File: src/rtl/set_assoc_cache.sv
// Write-back, write-allocate, N-way set-associative data cache between a word-wide
// requester and line-wide main memory, with invalid-first/round-robin replacement.
//
// state  | meaning
// -------+------------------------------------------------------------
// NORMAL | lookup; hits complete combinationally, a miss picks a victim
// EVICT  | writing the dirty victim line back to memory
// FILL   | fetching the requested line into the victim way
module set_assoc_cache #(
    parameter int REGISTER_SIZE  = 32,
    parameter int REGS_PER_LINE  = 4,
    parameter int LINE_LENGTH    = REGISTER_SIZE * REGS_PER_LINE,
    parameter int SET_INDEX_SIZE = 2,
    parameter int WAYS           = 2,
    parameter int ADDRESS_SIZE   = 32,
    parameter int COUNTER_SIZE   = 16
) (
    input  logic                     clk,
    input  logic                     reset,
    input  logic [ADDRESS_SIZE-1:0]  address,
    input  logic [REGISTER_SIZE-1:0] data,
    input  logic                     write,
    input  logic                     request,
    output logic [REGISTER_SIZE-1:0] result,
    output logic                     satisfied,
    output logic                     mem_req,
    output logic [ADDRESS_SIZE-1:0]  mem_address,
    output logic [LINE_LENGTH-1:0]   mem_data,
    output logic                     mem_write,
    input  logic [LINE_LENGTH-1:0]   mem_result,
    input  logic                     mem_satisfied,
    output logic [COUNTER_SIZE-1:0]  hit_count,
    output logic [COUNTER_SIZE-1:0]  miss_count
);
    localparam int OFF_W = $clog2(REGS_PER_LINE);
    localparam int SETS  = 1 << SET_INDEX_SIZE;
    localparam int TAG_W = ADDRESS_SIZE - SET_INDEX_SIZE - OFF_W;
    localparam int WAY_W = (WAYS > 1) ? $clog2(WAYS) : 1;

    typedef enum logic [1:0] {NORMAL, EVICT, FILL} state_t;

    state_t                    state;
    logic                      valid [SETS][WAYS];
    logic                      dirty [SETS][WAYS];
    logic [TAG_W-1:0]          tags  [SETS][WAYS];
    logic [LINE_LENGTH-1:0]    lines [SETS][WAYS];
    logic [WAY_W-1:0]          rr    [SETS];

    logic [WAY_W-1:0]          victim;
    logic [TAG_W-1:0]          miss_tag;
    logic [SET_INDEX_SIZE-1:0] miss_set;
    logic                      refilled;

    logic [TAG_W-1:0]          req_tag;
    logic [SET_INDEX_SIZE-1:0] req_set;
    logic [OFF_W-1:0]          req_off;
    logic                      hit;
    logic [WAY_W-1:0]          hit_way;
    logic [WAY_W-1:0]          victim_way;
    logic                      use_rr;
    logic [WAY_W-1:0]          rr_next;

    assign req_tag = address[ADDRESS_SIZE-1 -: TAG_W];
    assign req_set = address[OFF_W +: SET_INDEX_SIZE];
    assign req_off = address[OFF_W-1:0];

    always_comb begin
        hit     = 1'b0;
        hit_way = '0;
        for (int w = 0; w < WAYS; w++) begin
            if (!hit && valid[req_set][w] && tags[req_set][w] == req_tag) begin
                hit     = 1'b1;
                hit_way = WAY_W'(w);
            end
        end
    end

    // Scanning downward leaves the lowest-index invalid way selected.
    always_comb begin
        victim_way = rr[req_set];
        use_rr     = 1'b1;
        for (int w = WAYS - 1; w >= 0; w--) begin
            if (!valid[req_set][w]) begin
                victim_way = WAY_W'(w);
                use_rr     = 1'b0;
            end
        end
    end

    assign rr_next = (rr[req_set] == WAY_W'(WAYS - 1)) ? '0 : rr[req_set] + 1'b1;

    assign satisfied = (state == NORMAL) && request && hit;
    assign result    = satisfied ? lines[req_set][hit_way][req_off*REGISTER_SIZE +: REGISTER_SIZE]
                                 : '0;

    always_ff @(posedge clk or negedge reset) begin
        if (!reset) begin
            state       <= NORMAL;
            victim      <= '0;
            miss_tag    <= '0;
            miss_set    <= '0;
            refilled    <= 1'b0;
            mem_req     <= 1'b0;
            mem_write   <= 1'b0;
            mem_address <= '0;
            mem_data    <= '0;
            hit_count   <= '0;
            miss_count  <= '0;
            for (int s = 0; s < SETS; s++) begin
                rr[s] <= '0;
                for (int w = 0; w < WAYS; w++) begin
                    valid[s][w] <= 1'b0;
                    dirty[s][w] <= 1'b0;
                    tags[s][w]  <= '0;
                    lines[s][w] <= '0;
                end
            end
        end else begin
            case (state)
                NORMAL: begin
                    if (request && hit) begin
                        if (write) begin
                            lines[req_set][hit_way][req_off*REGISTER_SIZE +: REGISTER_SIZE] <= data;
                            dirty[req_set][hit_way] <= 1'b1;
                        end
                        // The completion right after a fill is the tail of a miss.
                        if (!refilled && hit_count != {COUNTER_SIZE{1'b1}})
                            hit_count <= hit_count + 1'b1;
                        refilled <= 1'b0;
                    end else if (request) begin
                        victim   <= victim_way;
                        miss_tag <= req_tag;
                        miss_set <= req_set;
                        if (use_rr)
                            rr[req_set] <= rr_next;
                        if (miss_count != {COUNTER_SIZE{1'b1}})
                            miss_count <= miss_count + 1'b1;
                        mem_req <= 1'b1;
                        if (valid[req_set][victim_way] && dirty[req_set][victim_way]) begin
                            state       <= EVICT;
                            mem_write   <= 1'b1;
                            mem_address <= {tags[req_set][victim_way], req_set, {OFF_W{1'b0}}};
                            mem_data    <= lines[req_set][victim_way];
                        end else begin
                            state       <= FILL;
                            mem_write   <= 1'b0;
                            mem_address <= {req_tag, req_set, {OFF_W{1'b0}}};
                        end
                    end else begin
                        refilled <= 1'b0;
                    end
                end
                EVICT: begin
                    if (mem_satisfied) begin
                        state       <= FILL;
                        mem_write   <= 1'b0;
                        mem_address <= {miss_tag, miss_set, {OFF_W{1'b0}}};
                    end
                end
                FILL: begin
                    if (mem_satisfied) begin
                        lines[miss_set][victim] <= mem_result;
                        tags[miss_set][victim]  <= miss_tag;
                        valid[miss_set][victim] <= 1'b1;
                        dirty[miss_set][victim] <= 1'b0;
                        state                   <= NORMAL;
                        mem_req                 <= 1'b0;
                        refilled                <= 1'b1;
                    end
                end
                default: state <= NORMAL;
            endcase
        end
    end
endmodule
File: config.mk
export PLATFORM = sky130hd
export DESIGN_NAME = set_assoc_cache
export DESIGN_NICKNAME = d
export VERILOG_FILES = /design/src/rtl/set_assoc_cache.sv
export SDC_FILE = /design/constraint.sdc
export NUM_CORES = 2
export LEC_CHECK = 0
export BUFFER_PORTS_ARGS = -buffer_cell sky130_fd_sc_hd__buf_2
export CAP_MARGIN = 20
export CORE_UTILIZATION = 45
export CTS_BUF_LIST = sky130_fd_sc_hd__clkbuf_4 sky130_fd_sc_hd__clkbuf_8
export DETAILED_ROUTE_END_ITERATION = 7
export PLACE_DENSITY = 0.7
export SYNTH_ARGS = -nofsm -noshare
export SYNTH_HDL_FRONTEND = slang
export SYNTH_SLANG_ARGS = --single-unit
File: constraint.sdc
create_clock -name clk -period 8.33 [get_ports clk]
set_input_delay 0.833 -clock clk [delete_from_list [all_inputs] [get_ports clk]]
set_output_delay 0.833 -clock clk [all_outputs]
set_load 0.1 [all_outputs]
==> qor.tcl <==
set qor(ctsLongestPathBuffers) 3
set qor(powerDensity_mw_per_mm2) 335
set qor(grt_pass1_wl_mm) 437
set qor(synth.area.mux_share_pct) 32.0
set qor(switchingPower_mw) 13.2
set qor(post-synth-top-count-cell) {dfrtp_1}
set qor(detail-route-antenna-nets) 0
set qor(layout_worst_path_cycle_share_pct) 86.2
set qor(path_clk_slew_ps) 70
set qor(first_pass_iters) 7
set qor(synth.top_cells.by_count) {1494 x dfrtp_1, 1031 x o22ai_1, 988 x mux2_2, 329 x mux4_2, 308 x nand2_1}
set qor(setup.worst_path.class) {primary input to primary output}
set qor(peakVddDrop_mv) 0.412
set qor(cts-buffers-inserted) 235
set qor(synth_top_area_cell) {dfrtp_1}
set qor(ys.warnings.count) 0
set qor(design_internal_power_mw) 16.5
set qor(syn-mean-instance-area_um2) 12.6
set qor(dieWidth_um) 422
set qor(maxCapViolCount) 0
set qor(synth_xor_area_share_pct) 0.825
set qor(slew_headroom_pct) 17.5
set qor(postSynthRegisterBits) 1494
set qor(vias_per_cell) 6.87
set qor(cts_post_setup_buffers_inserted) 0
set qor(fp.coreArea_mm2) 0.175
set qor(routed-via-count) 61900
set qor(final_slew_violations) 0
set qor(synthToLayoutAreaGrowth_pct) 11.5
set qor(initial_core_util_pct) 45.5
set qor(yosys.area_share.simple_pct) 4.41
set qor(clockRootBuffer) {clkbuf_8}
set qor(antenna_found_initial) 37
set qor(number_of_global_route_vias_before_repair) 62400
set qor(grt.overflow.total) 0
set qor(pwr-share-seq_pct) 34.7
set qor(die_height_um) 422
set qor(worstPathRequired_ps) 7500
set qor(synth-compound-area-share_pct) 11.4
set qor(drt_drc_violations_left) 0
set qor(critPathMaxFanout) 101
set qor(top_level_ports) 424
set qor(pre_cts_ws_ps) 1430
set qor(ranking_of_synthesized_cells_by_area) {dfrtp_1 47%, mux2_2 14%, mux4_2 9.3%}
set qor(drt-total-wl_mm) 300
set qor(detail_route.iter0.violations) 7820
set qor(synth-adder-area-share_pct) 0.110
set qor(holdCritPathClass) {primary input to register}
set qor(synthFlopType) {dfrtp_1}
set qor(dominant_combinational_cell_family_by_area_after_synthesis) {multiplexers}
set qor(power.share.combinational_pct) 42.0
set qor(cts_sinks) 1494
set qor(synth_edf_count) 0
set qor(cp_data_arrival_time_ps) 6350
set qor(power.leakage_nw) 39.6
set qor(placement.io_buffers) 421
set qor(die-area_mm2) 0.178
set qor(synth_area_mm2) 0.0795
set qor(clock_power_share_pct) 23.4
set qor(gp_congestion) 0.915
set qor(worstMarginPinSlew_ps) 1240
set qor(post-layout-total-power_mw) 29.7
set qor(grt_max_degree) 189
set qor(final_layout_size_suffix_gt1_share_pct) 40.6
set qor(clock_tree.htree_level_count) 4
set qor(postLayoutCoreUtil_pct) 50.7
set qor(fmax_ghz) 0.139
set qor(status) {complete, no violations}
set qor(hold_vio_cnt_final) 0
set qor(ys_types) 81
set qor(groute.usage.overall_pct) 33.0
set qor(placement_rows) 153
set qor(synth-seq-area-share_pct) 47.1
set qor(timing.final.crit_period_ps) 7180
set qor(detail_route.wl_per_cell_um) 33.4
set qor(totalNegativeSetupSlack_ps) 0
set qor(post_detail_place_hpwl_mm) 183
set qor(yosysTopAreaCellShare_pct) 47.1
set qor(setup_ws_ps) 1150
set qor(critical_path.startpoint_type) {primary input}
set qor(clock_skew_ps) 77.5
set qor(nets) 6675
set qor(tritoncts) {built}
set qor(setup_repair_after_global_routing_missed_its_margin) {false}
set qor(clock_latency_on_the_worst_skew_pair_ps) 1030
set qor(swShare_pct) 44.3
set qor(postSynth.asyncResetShare_pct) 100
set qor(timing.critical_path.to_type) {primary output}
set qor(postSynthCellCount) 6283
set qor(setup_viol_count_final) 0
-- layout by cell type, fill, tap and decap left out, drive strengths merged, types with 37 or more instances in the layout --
| cell type | count |
|---|---|
| xnor2 | 40 |
| mux2i | 230 |
| a211oi | 61 |
| o22ai | 1031 |
| nor2b | 51 |
| nand2 | 308 |
| mux4 | 335 |
| buf | 575 |
| a21oi | 199 |
| clkbuf | 376 |
| dfrtp | 1494 |
| nor2 | 277 |
| mux2 | 1289 |
| o21ai | 37 |
-- final cells by class --
class                      count  area (µm²)
multi-input combinational   4137       39200
inverter                      27         101
tap                         2325        2910
fill                       15000       86000
sequential                  1494       37400
clock inverter                51         495
antenna                       14        35.0
clock buffer                 376        4760
timing repair buffer         576        3670
-- metrics by stage --
stage	hold WS, ps	cells	cell area (µm²)
finish	96.3	9000	88600
global route	78.6	8994	88600
CTS	22.9	8983	88500
detailed placement	455	8555	83200
global placement	450	8553	83200
floorplan	434	6284	79500
-- cells by family (layout without fill, tap and decap cells) --
family	count (synthesis)	after routing
other	1	16
AOI/OAI and AO/OA	1425	1425
DFF	1494	1494
adders and majority gates	7	7
muxes	1854	1854
xor gates and xnor gates	74	74
buffers and inverters	653	1030
and+or+nand+nor	775	775
-- worst paths after layout --
check / startpoint / slack (ps) / endpoint / cells past startpoint
setup / recovery: address[3] / 1150 / result[18] / 12
hold / removal: mem_satisfied / 100 / state[1] / 2
setup reg to reg: tags[123] / 3000 / lines[221] / 11
hold reg to reg: valid[4] / 470 / valid[4] / 1
max in group asynchronous: reset / 5600 / lines[592] / 4
min in group asynchronous: reset / 490 / lines[783] / 2
-- sequential cells by signal, summed over array words and instances (netlist names) --
name and count:
mem_req 1, tags 224, miss_set 2, hit_count 16, rr 4, mem_data 128
state 2, miss_count 16, miss_tag 28, refilled 1, lines 1024, mem_write 1
valid 8, victim 1, dirty 8, mem_address 30
-- worst max-delay path, cell delays in order --
cell and delay (ps):
buf_8 590, mux2i_1 400, o22ai_1 130, a211o_1 290
a221oi_1 570, nand4_2 280, a21oi_4 750, buf_12 380
buf_4 360, mux2i_1 120, a2111oi_1 820, buf_2 570
-- layer usage --
metal,vias to the layer above,share of wire [%],routed length (µm),GRT usage [%]
met3,1200,13,39600,11.5
met5,-,0.12,352,0.591
met1,31500,35,106000,41.0
met4,32,8.3,25100,24.5
li1,24500,-,-,-
met2,4679,43,129000,47.4
-- power by group through the flow --
stage | logic, mW | registers (mW) | clock network [mW]
after floorplan | 6.08 | 12.8 | 0
after global placement | 12.0 | 10.3 | 0
after detailed placement | 12.2 | 10.3 | 0
after CTS | 12.2 | 10.2 | 6.98
after global routing | 12.8 | 10.5 | 7.30
final | 12.5 | 10.3 | 6.94
-- what timing repair did --
item / 4_1_cts / 5_1_grt
hold buffers: 1 / 0
gates resized for setup: 0 / 0
endpoints found under the hold margin: 117 / 0
No activity file was read; power rests on OpenSTA's default activity.
